==> src/rtl/wb_arbiter.sv <==
// wb_arbiter: two-master round-robin Wishbone arbiter with per-access watchdog timeout.
module wb_arbiter #(
  parameter int TIMEOUT_CYCLES = 255,
  parameter int CNT_W          = 8
) (
  input  logic        clk_i,
  input  logic        rst_i,
  input  logic [31:0] m0_wb_dat_i,
  input  logic [31:0] m0_wb_adr_i,
  input  logic [3:0]  m0_wb_sel_i,
  input  logic        m0_wb_we_i,
  input  logic        m0_wb_cyc_i,
  input  logic        m0_wb_stb_i,
  output logic [31:0] m0_wb_dat_o,
  output logic        m0_wb_ack_o,
  output logic        m0_wb_err_o,
  input  logic [31:0] m1_wb_dat_i,
  input  logic [31:0] m1_wb_adr_i,
  input  logic [3:0]  m1_wb_sel_i,
  input  logic        m1_wb_we_i,
  input  logic        m1_wb_cyc_i,
  input  logic        m1_wb_stb_i,
  output logic [31:0] m1_wb_dat_o,
  output logic        m1_wb_ack_o,
  output logic        m1_wb_err_o,
  output logic [31:0] s_wb_dat_o,
  output logic [31:0] s_wb_adr_o,
  output logic [3:0]  s_wb_sel_o,
  output logic        s_wb_we_o,
  output logic        s_wb_cyc_o,
  output logic        s_wb_stb_o,
  input  logic [31:0] s_wb_dat_i,
  input  logic        s_wb_ack_i,
  input  logic        s_wb_err_i,
  output logic        timeout_o
);
  typedef enum logic [1:0] {IDLE, OWN0, OWN1} state_e;
  state_e            state_q, state_d;
  logic              last_q, last_d;
  logic [CNT_W-1:0]  cnt_q, cnt_d;
  logic              own0, own1, busy, timeout;
  always_comb begin
    own0    = state_q == OWN0;
    own1    = state_q == OWN1;
    busy    = (own0 ? m0_wb_stb_i : own1 ? m1_wb_stb_i : 1'b0) & ~s_wb_ack_i & ~s_wb_err_i;
    timeout = busy & (cnt_q == CNT_W'(TIMEOUT_CYCLES - 1));
    cnt_d   = (busy & ~timeout) ? cnt_q + 1'b1 : '0;
    // on a tie the master that did not own the bus last wins
    state_d = own0 ? (m0_wb_cyc_i ? OWN0 : IDLE) :
              own1 ? (m1_wb_cyc_i ? OWN1 : IDLE) :
              (m0_wb_cyc_i & m1_wb_cyc_i) ? (last_q ? OWN0 : OWN1) :
              m0_wb_cyc_i ? OWN0 : m1_wb_cyc_i ? OWN1 : IDLE;
    last_d  = (state_q == IDLE && state_d != IDLE) ? (state_d == OWN1) : last_q;
  end
  always_ff @(posedge clk_i or posedge rst_i)
    if (rst_i) begin
      state_q <= IDLE;
      last_q  <= 1'b1;
      cnt_q   <= '0;
    end else begin
      state_q <= state_d;
      last_q  <= last_d;
      cnt_q   <= cnt_d;
    end
  assign s_wb_dat_o  = own0 ? m0_wb_dat_i : own1 ? m1_wb_dat_i : '0;
  assign s_wb_adr_o  = own0 ? m0_wb_adr_i : own1 ? m1_wb_adr_i : '0;
  assign s_wb_sel_o  = own0 ? m0_wb_sel_i : own1 ? m1_wb_sel_i : '0;
  assign s_wb_we_o   = own0 ? m0_wb_we_i  : own1 & m1_wb_we_i;
  assign s_wb_cyc_o  = own0 ? m0_wb_cyc_i : own1 & m1_wb_cyc_i;
  assign s_wb_stb_o  = own0 ? m0_wb_stb_i : own1 & m1_wb_stb_i;
  assign m0_wb_dat_o = own0 ? s_wb_dat_i : '0;
  assign m1_wb_dat_o = own1 ? s_wb_dat_i : '0;
  assign m0_wb_ack_o = own0 & s_wb_ack_i;
  assign m1_wb_ack_o = own1 & s_wb_ack_i;
  assign m0_wb_err_o = own0 & (s_wb_err_i | timeout);
  assign m1_wb_err_o = own1 & (s_wb_err_i | timeout);
  assign timeout_o   = timeout;
endmodule
==> config.mk <==
export PLATFORM = sky130hd
export DESIGN_NAME = wb_arbiter
export DESIGN_NICKNAME = d
export VERILOG_FILES = /design/src/rtl/wb_arbiter.sv
export SDC_FILE = /design/constraint.sdc
export NUM_CORES = 1
export LEC_CHECK = 0
export CAP_MARGIN = 20
export CORE_AREA = 2 2 124 126
export CTS_CLUSTER_DIAMETER = 200
export CTS_CLUSTER_SIZE = 16
export DETAILED_ROUTE_END_ITERATION = 16
export DIE_AREA = 0 0 126 128
export DONT_BUFFER_PORTS = 1
export PLACE_DENSITY_LB_ADDON = 0.05
export SLEW_MARGIN = 20
export SYNTH_ARGS = -nofsm -noshare
export SYNTH_HDL_FRONTEND = slang
export SYNTH_SLANG_ARGS = --single-unit
==> constraint.sdc <==
create_clock -name clk_i -period 2.7 [get_ports clk_i]
set_input_delay 0.54 -clock clk_i [delete_from_list [all_inputs] [get_ports clk_i]]
set_output_delay 0.54 -clock clk_i [all_outputs]
set_load 0.005 [all_outputs]
== Word level (Yosys, flattened, before mapping) ==
Index checks and enable logic that the tools add are counted.

* Register bits after elaboration: 11

* Add/sub/neg operators: 1
* Eq/ne operators: 4
* Multiplexer cells: 21
* Bitwise operators: 16
* Reduce and logical (&&, ||, !) cells: 3

{| class="wikitable"
|+ Operators with widths
! kind !! count
|-
| 2-to-1 mux 32 bit || 6
|-
| AND 1 bit || 12
|-
| 2-to-1 mux 2 bit || 6
|-
| adder 8 x 1 -> 8 bit, second input constant || 1
|-
| equality test 8 bit, second input constant || 1
|-
| 2-to-1 mux 4 bit || 2
|-
| 2-to-1 mux 8 bit || 1
|-
| 2-to-1 mux 1 bit || 6
|-
| equality test 2 bit, second input constant || 2
|-
| NOT 1 bit || 3
|-
| equality test 2 x 1 -> 1 bit, second input constant || 1
|-
| zero test 2 bit || 1
|-
| nonzero test 2 bit || 1
|-
| logical AND 1 bit || 1
|-
| OR 1 bit || 1
|}

== Depth between registers and ports, before layout ==
Gate-level depths: netlist of the first run.

* Word-level depth: 9
* Gate-level depth with buffers: 7
* Depth with buffers taken out: 5

== Least setup slack after synthesis of the first run ==
No wires, ideal clock.

* Kind: register to output
* Start point: register cnt_q[0]
* End point: output m1_wb_err_o
* Data arrival time: 1.372 ns
* Data required time: 2.160 ns
* Path slack: 0.788 ns
* Stages on the path, launching flop included: 6
* Path buffers: 0
* Path through: dfrtp_1 inv_1 ha_1 nand3_1 or2_2 o41ai_1

* Longest elaborated chain between the ends: 4

{| class="wikitable"
|+ Ends and longest elaborated chain
! item !! line !! RTL
|-
| start: declaration || 40 || <nowiki>logic [CNT_W-1:0] cnt_q, cnt_d;</nowiki>
|-
| start signal: assignment || 63 || <nowiki>cnt_q <= cnt_d;</nowiki>
|-
| equality test 8 bit || 46 || <nowiki>timeout = busy & (cnt_q == CNT_W'(TIMEOUT_CYCLES - 1));</nowiki>
|-
| AND 1 bit || 46 ||
|-
| OR 1 bit || 76 || <nowiki>assign m1_wb_err_o = own1 & (s_wb_err_i | timeout);</nowiki>
|-
| AND 1 bit || 76 ||
|-
| end: declaration || 25 || <nowiki>output logic m1_wb_err_o,</nowiki>
|}

Every way passes these cells.

== Worst setup path in the final report of the first run ==
* Start point: register state_q[0]
* End point: output m1_wb_err_o

* Longest elaborated chain between the ends: 8
* Elaborated cells on any way between the ends: 9
* Those cells by class: 2 x eq/ne; 2 x mux; 5 x bitwise

{| class="wikitable"
|+ Ends and longest elaborated chain
! item !! line !! RTL
|-
| start: declaration || 38 || <nowiki>state_e state_q, state_d;</nowiki>
|-
| start signal: assignment || 61 || <nowiki>state_q <= state_d;</nowiki>
|-
| equality test 2 bit || 44 || <nowiki>own1 = state_q == OWN1;</nowiki>
|-
| 2-to-1 mux 1 bit (2 in a row) || 45 || <nowiki>busy = (own0 ? m0_wb_stb_i : own1 ? m1_wb_stb_i : 1'b0) & ~s_wb_ack_i & ~s_wb_err_i;</nowiki>
|-
| AND 1 bit (2 in a row) || 45 ||
|-
| AND 1 bit || 46 ||
|-
| OR 1 bit || 76 ||
|-
| AND 1 bit (*) || 76 ||
|}

Every way passes the cells marked *; elsewhere a longest branch is shown, timed or not.

==> impl_metrics.csv, run 1 <==
group,metric,value,unit
setup_path,worstSetupPathType,"reg -> out",
finish,final_nets,391,
clock_tree,hold_bufs_at_cts,0,
clock_tree,tritoncts,"built",
setup_path,critical_path_arrival,1860,ps
global_routing,grt.total_usage,10.2,%
setup_path,setup.worst_path.start_class,"register",
pwr,leakagePower,0.781,nW
routing,drc,0,
floorplan,fp.dieW,126,um
place,place.port_buffers,0,
logic_synthesis,post_synth_main_area_contributors,"a22o_1, and2_1, dfrtp_1",
run,max_cap_violations,0,
clock_tree,worst_skew_pair.late_latency,240,ps
logic_synthesis,xor_xnor_fraction_of_synth_area,0.977,%
logic_synthesis,yosys.area.top_type,"a22o_1",
routing,dr.pass1.iters,4,
timing,rsz_0062_raised_after_global_routing,"false",
timing,finalSetupViolCount,0,
routing,vias_after_detailed_routing,1839,
global_routing,wire_length_of_the_first_global_routing_pass,12000,um
setup_path,crit_required,2160,ps
floorplan,design.die.area,16100,sq um
run_status,run_status,"complete, no violations",
routing,count_of_routing_violations_after_the_opening_detailed_route_iteration,108,
logic_synthesis,post_synth.cell_area_avg,7.86,sq um
routing,routedWlPerCell,24.8,um
place,place_hpwl,8100,um
floorplan,ioPinCount,318,
finish,layout_commonest_cell,"a22o_1",
floorplan,initial_core_util,12.1,%
finish,antenna_cells,0,
routing,detail-route-antenna-nets,0,
setup_path,cpPeakStageDelay,490,ps
logic_synthesis,post_synth_mux_area_share,0,%
floorplan,coreArea,14900,sq um
finish,share_of_layout_cells_above_drive_strength_1,5.24,%
clock_tree,cts_repair_resize_count,0,
setup_path,critical-path-slowest-cell,"dfrtp_1",
logic_synthesis,combinational_family_with_the_most_area_after_synthesis,"compound AO/OA/AOI/OAI gates",
timing,hold_viol,0,
clock_tree,cts-root-to-sink-buffers,2,
logic_synthesis,post-synth-top-area-fraction,33.7,%
logic_synthesis,synth-compound-area-share,39.9,%
pwr,power.density,626,nW/um^2
setup_path,path_delay_family,"compound AO/OA/AOI/OAI gates",
place,numPlacedInstances,394,
logic_synthesis,syn_inst,228,
clock_tree,cts_post_setup_buffers_inserted,0,
timing,clock.fmax,416,MHz
global_routing,grt_start_max_net_pins,104,
finish,mostFrequentLayoutCells,"a22o_1, and2_1, dfrtp_1",
timing,worst_slew_margin_rel,65.8,%
floorplan,rows,45,
place,globalplace.congestion,0.712,
timing,post-route-period-util,89.0,%
clock_tree,cts_num_sinks,11,
clock_tree,cts.root.buffer_cell,"clkbuf_16",
timing,totalNegativeSetupSlack,0,ps
pwr,power.ir.vdd_worst,0.183,mV
logic_synthesis,synth_adder_area_share,2.51,%
setup_path,crit_path_end_kind,"output pin",
routing,wire_length_reported_by_the_detailed_router,9860,um
routing,via_per_inst,4.62,
logic_synthesis,postSynth.topFlopCell,"dfrtp_1",
timing,skew,3.34,ps
logic_synthesis,synth.net_count,408,
setup_path,crit_fanout,11,
logic_synthesis,synth_edf_count,0,
logic_synthesis,yosys_register_bits,11,
setup_path,crit_buf_inv,0,
finish,post_layout_nonfiller_instances,398,
clock_tree,h-tree-depth,1,
clock_tree,cts_buf_count,3,
logic_synthesis,yosysSeqAreaShare,15.4,%
setup_path,crit_path_cell_chain,"nand3b_1 -> a211o_1 -> o41ai_1",
logic_synthesis,post_synth_instance_area,1790,sq um
floorplan,die-height,128,um
clock_tree,clk_transition_reported_paths,50,ps
timing,finalCriticalPeriod,2400,ps
global_routing,antenna_found_initial,1,
logic_synthesis,synth_cell_type_count,36,
global_routing,grt_pass1_vias,1734,
logic_synthesis,yosys.area_share.simple,32.4,%
timing,report.final.slew_viol_count,0,
worst_hold_path,worst_hold_path_type,"in -> async",
logic_synthesis,yosys_warnings,0,
timing,worstMarginPinSlew,512,ps
global_routing,grt-ovfl-total,0,
logic_synthesis,synth-async-reset-ratio,100,%
finish,synthToLayoutAreaGrowth,12.1,%
worst paths after layout:
path / from / to / slack [ps] / cells past startpoint
worst max-delay path: state_q[0] / m1_wb_err_o / 300 / 3
worst min-delay path: rst_i / state_q[1] / 210 / 1
worst max register to register: state_q[0] / cnt_q[5] / 1180 / 3
worst min register to register: last_q / last_q / 540 / 2
max in group asynchronous: rst_i / last_q / 2140 / 1
min in group clk_i: m0_wb_cyc_i / last_q / 350 / 1
sequential cells by signal, indices dropped and copies added (netlist names):
signal	flops
cnt_q	8
last_q	1
state_q	2
cells by family after synthesis:
logic type | after synthesis
adder cells (fa/ha/maj) | 4
AO/OA/AOI/OAI | 84
XOR/XNOR | 2
AND/OR/NAND/NOR | 97
flip-flops | 11
buffers and inverters | 30
layout make-up:
cell class	count	area, sq um
tap	188	235
inverter	5	18.8
timing repair buffer	3	35.0
sequential	11	277
clock buffer	4	78.8
multi-input combinational	187	1370
fill	1712	12900
per-stage QoR:
stage	util, %	worst slack [ps]	power, W	hold WS, ps	area (sq um)
3_3_place_gp	13.0	511	0.000994	506	1930
2_1_floorplan	-	788	0.000807	392	1790
6_report	13.5	297	0.00126	205	2010
4_1_cts	13.5	260	0.00129	231	2010
5_1_grt	13.5	120	0.00135	252	2010
3_5_place_dp	13.0	528	0.000988	498	1930
worst register-to-register path, cell delays in order (launching register included):
cell and delay, ps:
dfrtp_1 490, nand3b_1 230, a211o_1 440, nor3_1 270
synthesized netlist by cell type (2+ instances only):
| cell | n |
|---|---|
| nor2_1 | 3 |
| a22o_1 | 69 |
| a31oi_1 | 3 |
| nand2_1 | 7 |
| nand3b_1 | 2 |
| buf_2 | 12 |
| and2_1 | 68 |
| a21oi_1 | 5 |
| nor3_1 | 5 |
| buf_6 | 2 |
| ha_1 | 2 |
| clkbuf_2 | 3 |
| maj3_1 | 2 |
| nand2b_1 | 2 |
| dfrtp_1 | 10 |
| inv_1 | 5 |
| nand3_1 | 3 |
| buf_4 | 3 |
| clkbuf_1 | 5 |
per-layer routing:
metal  GRT usage [%]  up-vias  share of wire, %
li1                -      808                 -
met1            12.9      882                39
met2            15.8      145                47
met3            5.84        4                14
met4           0.970        0              0.28
met5               0        -                 0
power by group:
group | leakage [nW] | total (W) | internal [W] | switching (W)
combinational | 0.596 | 0.000761 | 0.000283 | 0.000478
sequential | 0.147 | 0.000212 | 0.000186 | 0.0000257
clock | 0.0382 | 0.000286 | 0.000200 | 0.0000866
Note: power is estimated with default switching activity, not from simulation.
==> inputs of run 2 (changes only) <==
ABC_CLOCK_PERIOD_IN_PS = 2700   (was default)
PLACE_DENSITY_LB_ADDON = default   (was 0.05)
SLEW_MARGIN = 40   (was 20)
==> run 2 against run 1 <==
Critical path depth stayed put. Clock-buffer cell count did not move. Flip-flop and latch count is the same. Worst setup slack improved by 69 ps. Hold slack worse by 19 ps. Register-to-register slack improved by 20 ps. Core utilization rose by 0.29 points. Final area increased by 2.1%. Largest cell class unchanged. Highest routed layer unchanged.
==> impl_metrics.csv, run 2 (synthesized netlist as in run 1, its figures left out) <==
group,metric,value,unit
run_status,run_status,"complete, no violations",
finish,synthToLayoutAreaGrowth,14.5,%
floorplan,rows,45,
global_routing,grt-ovfl-total,0,
clock_tree,cts_repair_resize_count,0,
finish,reg_top3,"cnt_q x8, state_q x2, last_q x1",
setup_path,r2r_end,"cnt_q[6]",
clock_tree,cts_buf_count,3,
floorplan,coreArea,14900,sq um
floorplan,die-height,128,um
setup_path,critical_path.reg2reg.startpoint,"state_q[1]",
setup_path,crit_buf_inv,0,
timing,clock.fmax,428,MHz
setup_path,worstSetupPathType,"reg -> out",
run,max_cap_violations,0,
setup_path,critical_path_arrival,1790,ps
finish,largest_register_ffs,8,
finish,share_of_layout_cells_above_drive_strength_1,7.01,%
pwr,power_frac_comb,63.1,%
pwr,power.density,638,nW/um^2
timing,rsz_0062_raised_after_global_routing,"false",
place,dp_slack,616,ps
floorplan,initial_core_util,12.1,%
timing,worstMarginPinSlew,435,ps
clock_tree,h-tree-depth,1,
pwr,switching_power,0.000618,W
finish,final_nets,395,
routing,drc,0,
pwr,seqPwrFrac,16.1,%
finish,final-seq-area,277,sq um
clock_tree,cts_num_sinks,11,
routing,dr.pass1.iters,4,
finish,registers.top_by_ff_count,"cnt_q",
finish,final_design_area_no_fill,2050,sq um
floorplan,design.die.area,16100,sq um
floorplan,ioPinCount,318,
place,place_hpwl,9290,um
finish,layout_commonest_cell,"a22o_1",
place,dpl_cell_area,1970,sq um
global_routing,grt_pass1_vias,1685,
worst_hold_path,worst_hold_path_type,"in -> async",
setup_path,path_delay_family,"compound AO/OA/AOI/OAI gates",
setup_path,critical_path_cell_count,3,
timing,hold_viol,0,
pwr,intPower,0.000692,W
routing,wire_length_reported_by_the_detailed_router,10700,um
routing,routedWlPerCell,26.7,um
setup_path,crit_fanout,11,
floorplan,fp.dieW,126,um
timing,worst_slew_margin_rel,70.9,%
clock_tree,cts.root.buffer_cell,"clkbuf_16",
global_routing,grt.total_usage,11.2,%
place,globalplace.congestion,0.737,
global_routing,grt_start_max_net_pins,105,
clock_tree,tritoncts,"built",
setup_path,critical-path-slowest-cell,"a211o_1",
timing,skew,2.99,ps
setup_path,cpPeakStageDelay,460,ps
clock_tree,clk_transition_reported_paths,40,ps
timing,final_critical_path_setup_slack,366,ps
setup_path,crit_required,2160,ps
setup_path,setup.worst_path.start_class,"register",
place,numPlacedInstances,398,
routing,via_per_inst,4.83,
routing,vias_after_detailed_routing,1943,
timing,finalSetupViolCount,0,
timing,report.final.slew_viol_count,0,
pwr,power.ir.vdd_worst,0.440,mV
global_routing,wire_length_of_the_first_global_routing_pass,12300,um
pwr,clock_power_share,20.8,%
clock_tree,hold_bufs_at_cts,0,
clock_tree,worst_skew_pair.late_latency,240,ps
timing,finalCriticalPeriod,2330,ps
setup_path,rr_worst_depth,3,
finish,antenna_cells,0,
finish,post_layout_nonfiller_instances,402,
setup_path,crit_path_cell_chain,"nand3b_1 -> a211o_1 -> o41ai_1",
finish,filler_cell_count_in_the_final_layout,1693,
clock_tree,cts_post_setup_buffers_inserted,0,
routing,detail-route-antenna-nets,0,
global_routing,antenna_found_initial,0,
place,place.port_buffers,0,
finish,mostFrequentLayoutCells,"a22o_1, and2_1, dfrtp_1",
routing,count_of_routing_violations_after_the_opening_detailed_route_iteration,103,
pwr,sw_ratio,47.2,%
pwr,report.power.total,0.00131,W
clock_tree,cts-root-to-sink-buffers,2,
pwr,leakagePower,0.806,nW
timing,post-route-period-util,86.4,%
finish,multiInputGateArea,1370,sq um
setup_path,r2r_setup_slack,1200,ps
setup_path,crit_path_end_kind,"output pin",
timing,totalNegativeSetupSlack,0,ps
run 2: cell types whose count changed in the layout (fill, tap and decap cells not counted), sizes merged:
cell	previous run	this run
buf	3	7
run 2: power by group through the flow:
stage / Sequential (W) / Clock (W) / Combinational, W
floorplan: 0.000201 / 0 / 0.000606
global placement: 0.000210 / 0 / 0.000844
detailed placement: 0.000213 / 0 / 0.000852
CTS: 0.000211 / 0.000279 / 0.000860
global route: 0.000216 / 0.000291 / 0.000908
finish: 0.000211 / 0.000273 / 0.000827
run 2: routing by layer:
layer  part of all wire [%]  track usage (%)
met4                   0.31             1.75
met5                      0                0
met2                     43             16.1
met3                     18             8.22
met1                     39             13.8
run 2: how the worst max path moves through the flow:
stage | start | endpoint | slack [ps]
2_1_floorplan | cnt_q[0] | m1_wb_err_o | 790
3_3_place_gp | state_q[0] | m1_wb_err_o | 620
3_5_place_dp | state_q[0] | m1_wb_err_o | 620
4_1_cts | state_q[1] | m1_wb_err_o | 350
5_1_grt | state_q[1] | m1_wb_err_o | 280
6_report | state_q[1] | m1_wb_err_o | 370
run 2: cell type report:
class                   count  share of cell area (%)
inverters                   5                   0.914
well taps                 188                    11.5
repair buffers              7                    3.78
flip-flops and latches     11                    13.5
multi-input cells         187                    66.5
clock buffers               4                    3.84
run 2: through the flow:
| stage | hold slack (ps) | util, % |
|---|---|---|
| floorplan | 392 | - |
| global placement | 443 | 13.3 |
| detailed placement | 458 | 13.3 |
| CTS | 203 | 13.8 |
| global route | 222 | 13.8 |
| finish | 186 | 13.8 |
==> inputs of run 3 (changes only) <==
SLEW_MARGIN = 10   (was 40)
==> results of run 3 <==
No change in the layout: final DEF, timing and power equal those of run 2.
